===== config.mk =====
export PLATFORM = sky130hd
export DESIGN_NAME = decoder_scoreboard
export DESIGN_NICKNAME = d
export VERILOG_FILES = /design/src/rtl/decoder_scoreboard.sv
export SDC_FILE = /design/constraint.sdc
export NUM_CORES = 1
export LEC_CHECK = 0
export CAP_MARGIN = 20
export CORE_ASPECT_RATIO = 0.8
export CORE_UTILIZATION = 35
export CTS_CLUSTER_DIAMETER = 50
export CTS_CLUSTER_SIZE = 12
export DETAILED_ROUTE_END_ITERATION = 7
export PLACE_DENSITY = 0.67
export SLEW_MARGIN = 0
export SYNTH_ARGS = -nofsm -noshare
export SYNTH_HDL_FRONTEND = slang
export SYNTH_SLANG_ARGS = --single-unit

===== constraint.sdc =====
create_clock -name clk -period 17.61 [get_ports clk]
set_input_delay 2.6415 -clock clk [delete_from_list [all_inputs] [get_ports clk]]
set_output_delay 2.6415 -clock clk [all_outputs]
set_load 0.01 [all_outputs]

===== src/rtl/decoder_scoreboard.sv =====
// Registered one-hot write-select decoder with busy scoreboard (1-cycle decode). Issue stalls via iss_ready on
// write-after-write hazards; `DECODER_ZERO_REG_EN makes address 0 a never-busy zero register.
module decoder_scoreboard #(
    parameter int ADDR_W = 5
) (
    input  logic                 clk,
    input  logic                 reset,
    input  logic                 iss_valid,
    output logic                 iss_ready,
    input  logic [ADDR_W-1:0]    iss_addr,
    input  logic                 iss_wr,
    input  logic                 ret_valid,
    input  logic [ADDR_W-1:0]    ret_addr,
    input  logic                 flush,
    input  logic [ADDR_W-1:0]    chk_addr_a,
    input  logic [ADDR_W-1:0]    chk_addr_b,
    output logic                 chk_busy_a,
    output logic                 chk_busy_b,
    output logic                 dec_valid,
    output logic [2**ADDR_W-1:0] dec_onehot,
    output logic [ADDR_W:0]      busy_count,
    output logic                 err
);
    localparam int N = 2**ADDR_W;

    // Entries that participate in scoreboarding; the zero register is excluded when enabled.
`ifdef DECODER_ZERO_REG_EN
    localparam logic [N-1:0] TRACK = {{(N-1){1'b1}}, 1'b0};
`else
    localparam logic [N-1:0] TRACK = {N{1'b1}};
`endif

    logic [N-1:0]    busy_q, busy_d;
    logic            dec_valid_q, dec_valid_d;
    logic [N-1:0]    dec_onehot_q, dec_onehot_d;
    logic [ADDR_W:0] busy_count_q, busy_count_d;
    logic            err_q, err_d;
    logic            acc;
    logic            ret_hit;
    logic [N-1:0]    iss_sel;
    logic [N-1:0]    ret_sel;

    always_comb begin
        iss_sel = {{(N-1){1'b0}}, 1'b1} << iss_addr;
        ret_sel = {{(N-1){1'b0}}, 1'b1} << ret_addr;
        // A same-cycle retire of the destination resolves the hazard before the new write lands.
        iss_ready = ~flush & (~iss_wr | ~busy_q[iss_addr] | (ret_valid & (ret_addr == iss_addr)));
        acc       = iss_valid & iss_ready;
        ret_hit   = ret_valid & |(ret_sel & TRACK);

        busy_d       = busy_q;
        err_d        = err_q;
        dec_valid_d  = acc;
        dec_onehot_d = (acc & iss_wr) ? (iss_sel & TRACK) : '0;

        if (flush) begin
            busy_d       = '0;
            dec_valid_d  = 1'b0;
            dec_onehot_d = '0;
        end else begin
            if (ret_hit) begin
                if (!busy_q[ret_addr]) err_d = 1'b1;
                busy_d = busy_d & ~ret_sel;
            end
            // Set is applied after clear so a colliding issue keeps the entry busy.
            if (acc & iss_wr) busy_d = busy_d | (iss_sel & TRACK);
        end

        busy_count_d = '0;
        for (int i = 0; i < N; i++) begin
            busy_count_d = busy_count_d + {{ADDR_W{1'b0}}, busy_d[i]};
        end
    end

    always_ff @(posedge clk or posedge reset) begin
        if (reset) begin
            busy_q       <= '0;
            dec_valid_q  <= 1'b0;
            dec_onehot_q <= '0;
            busy_count_q <= '0;
            err_q        <= 1'b0;
        end else begin
            busy_q       <= busy_d;
            dec_valid_q  <= dec_valid_d;
            dec_onehot_q <= dec_onehot_d;
            busy_count_q <= busy_count_d;
            err_q        <= err_d;
        end
    end

    assign chk_busy_a = busy_q[chk_addr_a];
    assign chk_busy_b = busy_q[chk_addr_b];
    assign dec_valid  = dec_valid_q;
    assign dec_onehot = dec_onehot_q;
    assign busy_count = busy_count_q;
    assign err        = err_q;
endmodule


-- Word level (Yosys, flattened, before mapping)
Index checks and enable logic that the tools add are counted.
- word-level logic and storage cells: 74
- input bits: 26
- register bits after elaboration: 72
- output and inout bits: 43
- muxes and demuxes: 15
- reductions and logical operators: 2
- $lt $le $gt $ge: 4
- shifts and indexed selects: 2
- equality and inequality tests: 1
- bitwise gates (word level): 14
- add/sub/neg operators: 31
- operator list (cell ; number):
    $mux 32 ; 6
    $add 6x1->6 ; 26
    $shl 1x5->32 const A ; 2
    $and 32x32->32 ; 1
    $not 32->32 ; 1
    $or 32x32->32 ; 1
    $reduce_or 32->1 ; 1
    $lt 5x6->1 const B ; 4
    $bmux 1 s5 ; 4
    $add 5x1->6 ; 1
    $add 4x1->5 ; 1
    $and 1x1->1 ; 5
    $eq 5x5->1 ; 1
    $mux 1 ; 5
    $add 3x1->4 ; 1
    $not 1->1 ; 4
    $add 2x1->3 ; 1
    $reduce_and 3->1 ; 1
    $add 1x1->2 ; 1
    $or 1x1->1 ; 2

-- Longest topological paths before layout
Gate-level depths: netlist (run 1).
- word-level depth: 41
- gate-level depth with buffers: 24
- depth with buffers taken out: 21

-- Worst setup path before layout (run 1)
OpenSTA, ideal clock, no wires.
- path kind: in2reg
- from: input port iss_addr[0]
- to: register busy_count_q[4] (netlist: busy_count[4])
- cell stages on the path: 23
- setup time: 0.123 ns
- data required time: 17.487 ns
- path buffers: 3
- setup slack: 9.542 ns
- arrival time: 7.946 ns
- path through: buf_2 buf_6 nor2b_1 a22oi_2 a21oi_2 a211oi_4 buf_6 o31ai_1 fa_1 fa_1 fa_1 fa_1 fa_1 inv_1 fa_1 inv_1 ha_1 inv_1 fa_1 inv_1 a21o_1 a21oi_1 xnor2_1
- elaborated cells on any way between the ends: 45
- RTL lines (what ; RTL line ; text):
    from (decl) ; 10 ; input logic [ADDR_W-1:0] iss_addr,
    $bmux 1 s5 ; 47 ; iss_ready = ~flush & (~iss_wr | ~busy_q[iss_addr] | (ret_valid & (ret_addr == iss_addr)));
    $mux 1 (not written as such) ; 47 ;
    $not 1->1 ; 47 ;
    $or 1x1->1 (2 in series) ; 47 ;
    $and 1x1->1 ; 47 ;
    $and 1x1->1 ; 48 ; acc = iss_valid & iss_ready;
    $and 1x1->1 ; 66 ; if (acc & iss_wr) busy_d = busy_d | (iss_sel & TRACK);
    $mux 32 * ; 66 ;
    $mux 32 * ; 56 ; if (flush) begin
    named net busy_d[11] ; 33 ; logic [N-1:0] busy_q, busy_d;
    $add 6x1->6 * (21 in series) ; 71 ; busy_count_d = busy_count_d + {{ADDR_W{1'b0}}, busy_d[i]};
    named net busy_count_d[4] ; 36 ; logic [ADDR_W:0] busy_count_q, busy_count_d;
    to (signal assigned) ; 86 ; busy_count_q <= busy_count_d;
    to (decl) ; 36 ;
The timed path passes the listed nets; every way through them passes the cells marked *. The select of a mux whose other input is x is not followed.
A chain may end at the register's enable or synchronous reset.

-- Worst setup path in the final report (run 1)
- from: input port flush
- to: register busy_count_q[4] (netlist: busy_count[4])
- longest elaborated chain between the ends: 37
- ends and longest elaborated chain (what ; RTL line ; text):
    from (decl) ; 14 ; input logic flush,
    $not 1->1 (no source line) ; n/a ;
    $and 1x1->1 ; 47 ;
    $and 1x1->1 ; 48 ;
    $and 1x1->1 ; 66 ;
    $mux 32 ; 66 ;
    $mux 32 * ; 56 ;
    $add 1x1->2 ; 71 ;
    $add 2x1->3 ; 71 ;
    $add 3x1->4 ; 71 ;
    $add 4x1->5 ; 71 ;
    $add 5x1->6 ; 71 ;
    $add 6x1->6 (25 in series) ; 71 ;
    $add 6x1->6 * ; 71 ;
    named net busy_count_d[4] ; 36 ;
The timed path passes the listed nets; every way through them passes the cells marked *.

==> results of run 1 <==
==> cells in the final DEF, fill, tap and decap left out, types with 10 or more instances in the layout <==
master / count
sky130_fd_sc_hd__dfrtp_1: 72
sky130_fd_sc_hd__clkdlybuf4s50_1: 68
sky130_fd_sc_hd__nand3_1: 31
sky130_fd_sc_hd__mux4_2: 31
sky130_fd_sc_hd__nor3_1: 28
sky130_fd_sc_hd__nand2_1: 27
sky130_fd_sc_hd__inv_1: 25
sky130_fd_sc_hd__o31ai_1: 24
sky130_fd_sc_hd__fa_1: 24
sky130_fd_sc_hd__nor2_1: 14
sky130_fd_sc_hd__o211ai_1: 12
sky130_fd_sc_hd__mux2i_1: 10
==> worst max-delay path, delay by kind of cell <==
family,cells,cell delay [ns]
AND/OR/NAND/NOR,3,0.94
adder cells (fa/ha/maj),8,3.46
AO/OA/AOI/OAI,3,0.57
XOR/XNOR,1,0.12
buffers and inverters,7,1.61
==> sequential cells by signal, summed over array words and instances, names as in the netlist <==
register and count:
dec_onehot 32, dec_valid 1, busy_count 6, err 1, busy_q 32
==> cells in the mapped netlist, drive strengths merged, types with 7 or more instances <==
master / instances
buf: 20
clkbuf: 14
dfrtp: 72
fa: 24
ha: 7
inv: 26
mux2i: 10
mux4: 31
nand2: 27
nand3: 31
nor2: 14
nor2b: 9
nor3: 32
o211ai: 12
o21a: 7
o21ai: 8
o31ai: 26
xnor2: 8
==> per-layer routing <==
metal	wire length (microns)	part of all wire, %	global-route usage, %
met1	6420	46	30.5
met2	6000	43	29.6
met5	0	0	0
met4	238	1.7	6.18
met3	1390	9.9	4.83
==> power by group through the flow <==
| stage | clock network, uW | logic [uW] | registers, uW |
|---|---|---|---|
| after CTS | 179 | 47.0 | 168 |
| after global placement | 0 | 46.0 | 171 |
| after detailed placement | 0 | 46.8 | 171 |
| after global routing | 185 | 50.9 | 168 |
| after floorplan | 0 | 31.8 | 171 |
| final | 176 | 46.8 | 168 |
==> final cells by class <==
type,instances,area [sq um]
clock buffer,12,236
inverter,26,97.6
tap,180,225
sequential,72,1800
clock inverter,3,43.8
fill,1256,7720
multi-input combinational,296,2810
timing repair buffer,73,718
==> per-stage QoR <==
stage | area, sq um | util (%) | hold slack [ns] | setup WS, ns | std cells
finish | 5930 | 43.4 | 0.496 | 8.45 | 662
global route | 5930 | 43.4 | 0.553 | 8.07 | 662
CTS | 5930 | 43.4 | 0.496 | 8.44 | 662
detailed placement | 5650 | 41.4 | 0.481 | 8.12 | 647
global placement | 5650 | 41.4 | 0.499 | 8.20 | 647
floorplan | 4910 | - | 0.513 | 9.54 | 428
==> logic make-up after synthesis <==
logic type | synth area share [%]
buffers and inverters | 6.24
AO/OA/AOI/OAI | 13.2
adder cells (fa/ha/maj) | 11.6
multiplexers | 17.5
AND/OR/NAND/NOR | 13.4
flip-flops | 36.7
XOR/XNOR | 1.43
==> final timing paths <==
kind,start,end,cells after the start
hold reg to reg,err$_DFFE_PP0P_,err$_DFFE_PP0P_,2
hold / removal,err$_DFFE_PP0P_,err$_DFFE_PP0P_,2
setup / recovery,flush,busy_count[4]$_DFF_PP0_,22
setup reg to reg,busy_q[18]$_DFF_PP0_,busy_count[4]$_DFF_PP0_,21
max in group asynchronous,reset,busy_q[10]$_DFF_PP0_,3
min in group asynchronous,reset,dec_onehot[28]$_DFF_PP0_,3
==> impl_results.rst, run 1 <==
.. list-table::
   :header-rows: 1

   * - Metric
     - Value
   * - Status
     - complete, no violations
   * - Total global routing track utilization
     - roughly 21%
   * - Global placer's final weighted congestion
     - ~0.93
   * - Post-CTS Setup Repair Bufs
     - 0
   * - Max-cap violations
     - 0
   * - Crit Path Class
     - in2reg
   * - Final layout net count
     - approximately 540
   * - Number of failing setup endpoints in the final timing report
     - 0
   * - Clk sinks
     - just over 70
   * - Starting Density
     - between 30 and 40%
   * - Number of max-slew violations in the final report
     - 0
   * - Capturing element type of the critical path
     - flip-flop
   * - Worst Hold Class
     - reg2reg
   * - Primary FF master, synth
     - sky130_fd_sc_hd__dfrtp_1
   * - Rel. slew slack
     - 31.6%
   * - Cts bufs inserted
     - 9
   * - Critical path startpoint category
     - input port
   * - Die Area
     - around 0.015 sq mm
   * - Switching power summed over all nets
     - a little under 100 uW
   * - Sequential power share
     - 43.0%
   * - Total design power
     - 391 uW
   * - Worst reg2reg setup slack
     - 11.40 ns
   * - Level count of the clock H-tree
     - 3
   * - Post-synthesis sequential area ratio
     - a little under two fifths
   * - Maximum root-to-sink buffer count
     - 2
   * - Number of global-route vias before repair
     - between 3000 and 4000
   * - Number of diodes
     - 0
   * - Layout overhead on the synthesized area
     - 20.7%
   * - Final wirelength
     - ~14000 microns
   * - CTS clk-pin slew, worst paths
     - about 0.060 ns
   * - Power Internal
     - approximately 300 uW
   * - Yosys reg bits
     - just over 70
   * - Max IR drop VDD
     - approximately 0.045 mV
   * - Number of remaining DRC errors
     - 0
   * - Synthesized instance count
     - between 400 and 500
   * - Clock group share of total power
     - approximately 45%
   * - Count of hold buffers inserted by post-cts repair
     - 0
   * - CTS tree
     - done
   * - Count of input and output buffers
     - a little under 70
   * - First drt pass iteration count
     - 5
   * - Post-layout minimum cycle time
     - about 9 ns
   * - Number of failing hold endpoints at the final stage
     - 0
   * - Highest fanout seen on the critical path
     - 33
   * - Cell types with the largest area share after synthesis
     - sky130_fd_sc_hd__dfrtp_1, sky130_fd_sc_hd__mux4_2, sky130_fd_sc_hd__fa_1, sky130_fd_sc_hd__o31ai_1, sky130_fd_sc_hd__nand3_1
   * - Logic gate share of total power
     - 12.0%
   * - Power density normalized to cell area
     - 65.9 mW/mm^2
   * - Height of the die
     - around 110 microns
   * - Async S/R FF share, synth
     - 100%
   * - CTS-repair resized insts
     - 0
   * - Die X-Extent
     - roughly 130 microns
   * - Later-pin clock latency in the skew report
     - 0.33 ns
   * - Average cell area after synthesis
     - 11.5 sq um
   * - Per-cell via count in the routed design
     - 5.79
   * - Detailed-route wire length per cell
     - about 21 microns
   * - Largest net degree at the start of global routing
     - 73
   * - Std-Cell Core Area
     - 0.0136 sq mm
   * - Yosys warns
     - 0
   * - Count of routing violations after the opening detailed-route iteration
     - ~330
   * - Post-route fraction of the period consumed by the critical path
     - ~52%
   * - Number of enable-type register cells in the synthesized netlist
     - 0
   * - Remaining number of nets flagged by the antenna check after routing
     - 0
   * - Cell type with the largest total area after synthesis
     - sky130_fd_sc_hd__dfrtp_1
   * - Sequence of cells on the critical path
     - clkdlybuf4s50_1 > inv_1 > nand2_1 > nor3_1 > nand2_1 > o31a_1 > fa_1 > inv_1 > fa_1 > fa_1 > fa_1 > fa_1 > inv_1 > fa_1 > inv_1 > ha_1 > inv_1 > fa_1 > inv_1 > a21o_1 > a21oi_1 > xnor2_1
   * - Leak pwr
     - between 0.002 and 0.0025 uW
   * - Fraction of final layout cells with drive strength greater than 1
     - approximately 15%
   * - Max Clk Rate
     - between 100 and 150 MHz
   * - Total nets after synthesis
     - between 400 and 500
   * - Wire length of the first global-routing pass
     - 22200 microns
   * - Largest stage delay on the critical path
     - about 0.76 ns
   * - Final-layout setup total negative slack
     - 0 ns
   * - Post-synth design cell area
     - between 0.004 and 0.005 sq mm
   * - Critical-path top delay cell
     - sky130_fd_sc_hd__inv_1
   * - Number of core rows
     - 38
   * - Data arrival, critical path
     - 9.37 ns
   * - Global-route congestion overflow total
     - 0
   * - Root buf cell
     - sky130_fd_sc_hd__clkbuf_16
   * - Worst slew pin tran
     - roughly 1.0 ns
   * - Vias
     - ~3800
   * - Worst EP required
     - 17.82 ns
   * - Cell repeated most along the worst path
     - sky130_fd_sc_hd__fa_1
   * - Area share of the largest cell type after synthesis
     - 36.7%
   * - Detailed Place HPWL
     - 10100 microns
   * - Number of antenna violations at the first check in global routing
     - 0
   * - Post-synth cell types
     - 45
   * - Setup repair after global routing missed its margin
     - false
   * - Top-level I/O count
     - 69
   * - Sw Share
     - 24.9%
   * - Clock Skew
     - 0.0126 ns
Power figures use the tool's default switching activity.
==> inputs of run 2 (changes only) <==
--- a/config.mk
+++ b/config.mk
@@ -11,7 +11,7 @@
 export CTS_CLUSTER_DIAMETER = 50
 export CTS_CLUSTER_SIZE = 12
 export DETAILED_ROUTE_END_ITERATION = 7
-export PLACE_DENSITY = 0.67
+export PLACE_DENSITY = 0.69
 export SLEW_MARGIN = 0
 export SYNTH_ARGS = -nofsm -noshare
 export SYNTH_HDL_FRONTEND = slang
==> constraint.sdc (replaced) <==
create_clock -name clk -period 7.7 [get_ports clk]
set_input_delay 1.155 -clock clk [delete_from_list [all_inputs] [get_ports clk]]
set_output_delay 1.155 -clock clk [all_outputs]
set_load 0.01 [all_outputs]
==> impl_results.rst, run 2 (synthesized netlist as in run 1, its figures left out) <==
.. list-table::
   :header-rows: 1

   * - Metric
     - Value
   * - Cts bufs inserted
     - 9
   * - Final-layout setup total negative slack
     - 0 ns
   * - Data arrival, critical path
     - around 7.4 ns
   * - Number of core rows
     - 38
   * - Count of hold buffers inserted by post-cts repair
     - 0
   * - Count of input and output buffers
     - 68
   * - Fraction of final layout cells with drive strength greater than 1
     - approximately a fifth
   * - Bufs and invs on worst path
     - 7
   * - Final wirelength
     - between 10000 and 15000 microns
   * - Fillers
     - around 1200
   * - Global placer's final weighted congestion
     - 0.983
   * - Total global routing track utilization
     - 21.6%
   * - Crit Path Class
     - in2reg
   * - Number of global-route vias before repair
     - roughly 4000
   * - Power density normalized to cell area
     - between 150 and 200 mW/mm^2
   * - Number of failing hold endpoints at the final stage
     - 0
   * - Sequence of cells on the critical path
     - clkdlybuf4s50_1 > and2_1 > a22oi_1 > a21oi_2 > a211oi_4 > buf_4 > o31a_1 > fa_1 > inv_1 > fa_1 > fa_1 > fa_1 > fa_1 > inv_1 > fa_1 > inv_1 > ha_1 > inv_1 > fa_1 > inv_1 > a21o_1 > a21oi_1 > xnor2_1
   * - Largest net degree at the start of global routing
     - 73
   * - Vias
     - around 4000
   * - Rel. slew slack
     - approximately 40%
   * - Height of the die
     - 108 microns
   * - Number of max-slew violations in the final report
     - 0
   * - Highest fanout seen on the critical path
     - 31
   * - Critical-path top delay cell
     - sky130_fd_sc_hd__clkdlybuf4s50_1
   * - CTS-repair resized insts
     - 0
   * - Later-pin clock latency in the skew report
     - around 0.34 ns
   * - Clock Skew
     - a little over 0.008 ns
   * - Post-route fraction of the period consumed by the critical path
     - between 90% and 100%
   * - Count of routing violations after the opening detailed-route iteration
     - approximately 410
   * - Root buf cell
     - sky130_fd_sc_hd__clkbuf_16
   * - Top library cells by usage in the layout, fill and taps aside
     - sky130_fd_sc_hd__dfrtp_1, sky130_fd_sc_hd__clkdlybuf4s50_1, sky130_fd_sc_hd__nand3_1, sky130_fd_sc_hd__mux4_2, sky130_fd_sc_hd__nor3_1
   * - Family of cells with the greatest summed delay on the critical path
     - adder cells
   * - Wire length of the first global-routing pass
     - roughly 23000 microns
   * - Global-route congestion overflow total
     - 0
   * - Setup repair after global routing missed its margin
     - false
   * - Leak pwr
     - ~0.0026 uW
   * - Layout overhead on the synthesized area
     - 24.2%
   * - CTS tree
     - done
   * - Per-cell via count in the routed design
     - 5.87
   * - Number of antenna violations at the first check in global routing
     - 0
   * - Std-Cell Core Area
     - approximately 0.014 sq mm
   * - CTS clk-pin slew, worst paths
     - around 0.06 ns
   * - Number of remaining DRC errors
     - 0
   * - Max Clk Rate
     - 139 MHz
   * - Starting Density
     - 36.0%
   * - Largest stage delay on the critical path
     - 0.65 ns
   * - Worst EP required
     - 7.93 ns
   * - Detailed-route wire length per cell
     - roughly 22 microns
   * - Placed cells
     - 668
   * - Number of failing setup endpoints in the final timing report
     - 0
   * - Status
     - complete, no violations
   * - Die Area
     - ~0.015 sq mm
   * - Worst slew pin tran
     - 0.897 ns
   * - Number of diodes
     - 0
   * - Most common library cell in the layout ignoring fill and taps
     - sky130_fd_sc_hd__dfrtp_1
   * - Detailed Place HPWL
     - 11100 microns
   * - Non-Filler Instances
     - 684
   * - Capturing element type of the critical path
     - flip-flop
   * - Cell repeated most along the worst path
     - sky130_fd_sc_hd__fa_1
   * - Die X-Extent
     - ~130 microns
   * - Max-cap violations
     - 0
   * - Worst Hold Class
     - reg2reg
   * - Post-layout minimum cycle time
     - approximately 7.2 ns
   * - Critical path startpoint category
     - input port
   * - First drt pass iteration count
     - 5
   * - Top-level I/O count
     - 69
   * - Post-CTS Setup Repair Bufs
     - 0
   * - Level count of the clock H-tree
     - 3
   * - Maximum root-to-sink buffer count
     - 2
   * - Max IR drop VDD
     - 0.0985 mV
   * - Clk sinks
     - just over 70
   * - Final layout net count
     - approximately 560
   * - Remaining number of nets flagged by the antenna check after routing
     - 0
## run 2: worst reg2reg max path: stages (launching register included)
cell                       delay (ns)
sky130_fd_sc_hd__dfrtp_1         0.47
sky130_fd_sc_hd__mux2i_1         0.15
sky130_fd_sc_hd__a22oi_2         0.24
sky130_fd_sc_hd__nand2_1         0.12
sky130_fd_sc_hd__a211oi_4        0.40
sky130_fd_sc_hd__buf_4           0.37
sky130_fd_sc_hd__o31a_1          0.25
sky130_fd_sc_hd__fa_1            0.41
sky130_fd_sc_hd__inv_1           0.08
sky130_fd_sc_hd__fa_1            0.42
sky130_fd_sc_hd__fa_1            0.51
sky130_fd_sc_hd__fa_1            0.43
sky130_fd_sc_hd__fa_1            0.49
sky130_fd_sc_hd__inv_1           0.05
sky130_fd_sc_hd__fa_1            0.43
sky130_fd_sc_hd__inv_1           0.07
sky130_fd_sc_hd__ha_1            0.16
sky130_fd_sc_hd__inv_1           0.06
sky130_fd_sc_hd__fa_1            0.45
sky130_fd_sc_hd__inv_1           0.07
sky130_fd_sc_hd__a21o_1          0.10
sky130_fd_sc_hd__a21oi_1         0.07
sky130_fd_sc_hd__xnor2_1         0.12
## run 2: final timing paths
kind / cells past startpoint / from / end / slack [ns]
setup / recovery: 23 / iss_addr[0] / busy_count[4]$_DFF_PP0_ / 0.53
hold / removal: 2 / err$_DFFE_PP0P_ / err$_DFFE_PP0P_ / 0.51
setup reg to reg: 22 / busy_q[8]$_DFF_PP0_ / busy_count[4]$_DFF_PP0_ / 1.68
hold reg to reg: 2 / err$_DFFE_PP0P_ / err$_DFFE_PP0P_ / 0.51
max in group asynchronous: 3 / reset / busy_q[13]$_DFF_PP0_ / 5.71
min in group asynchronous: 3 / reset / dec_onehot[20]$_DFF_PP0_ / 1.41
## run 2: layout make-up
class	count	area (sq um)	area share, %
timing repair buffer	94	876	14.4
clock inverter	6	67.6	1.11
multi-input combinational	296	2810	46.0
sequential	72	1800	29.5
inverter	26	97.6	1.60
tap	180	225	3.69
clock buffer	10	229	3.75
## run 2: metrics by stage
step | worst slack [ns] | util [%] | hold slack, ns | area (sq um) | power, uW
global route | 0.233 | 44.7 | 0.531 | 6100 | 952
global placement | 0.313 | 42.5 | 0.472 | 5810 | 503
finish | 0.525 | 44.7 | 0.508 | 6100 | 922
CTS | 0.527 | 44.7 | 0.499 | 6100 | 924
floorplan | 1.12 | - | 0.513 | 4910 | 464
detailed placement | 0.192 | 42.5 | 0.485 | 5810 | 504
## run 2: power by group
group	switching, uW	internal (uW)	total, uW
clock network	171	253	424
registers	2.68	381	384
logic	68.9	45.5	114
## run 2: routing by layer
metal | global-route usage (%) | part of all wire (%)
met3 | 6.38 | 10
met1 | 31.1 | 44
met5 | 0 | 0
met2 | 31.4 | 43
met4 | 6.42 | 2.0
==> inputs of run 3 (changes only) <==
--- a/config.mk
+++ b/config.mk
@@ -5,7 +5,6 @@
 export SDC_FILE = /design/constraint.sdc
 export NUM_CORES = 1
 export LEC_CHECK = 0
-export CAP_MARGIN = 20
 export CORE_ASPECT_RATIO = 0.8
 export CORE_UTILIZATION = 35
 export CTS_CLUSTER_DIAMETER = 50
==> results of run 3 <==
Same layout as run 2: the final DEF is identical, and so are final timing and power.
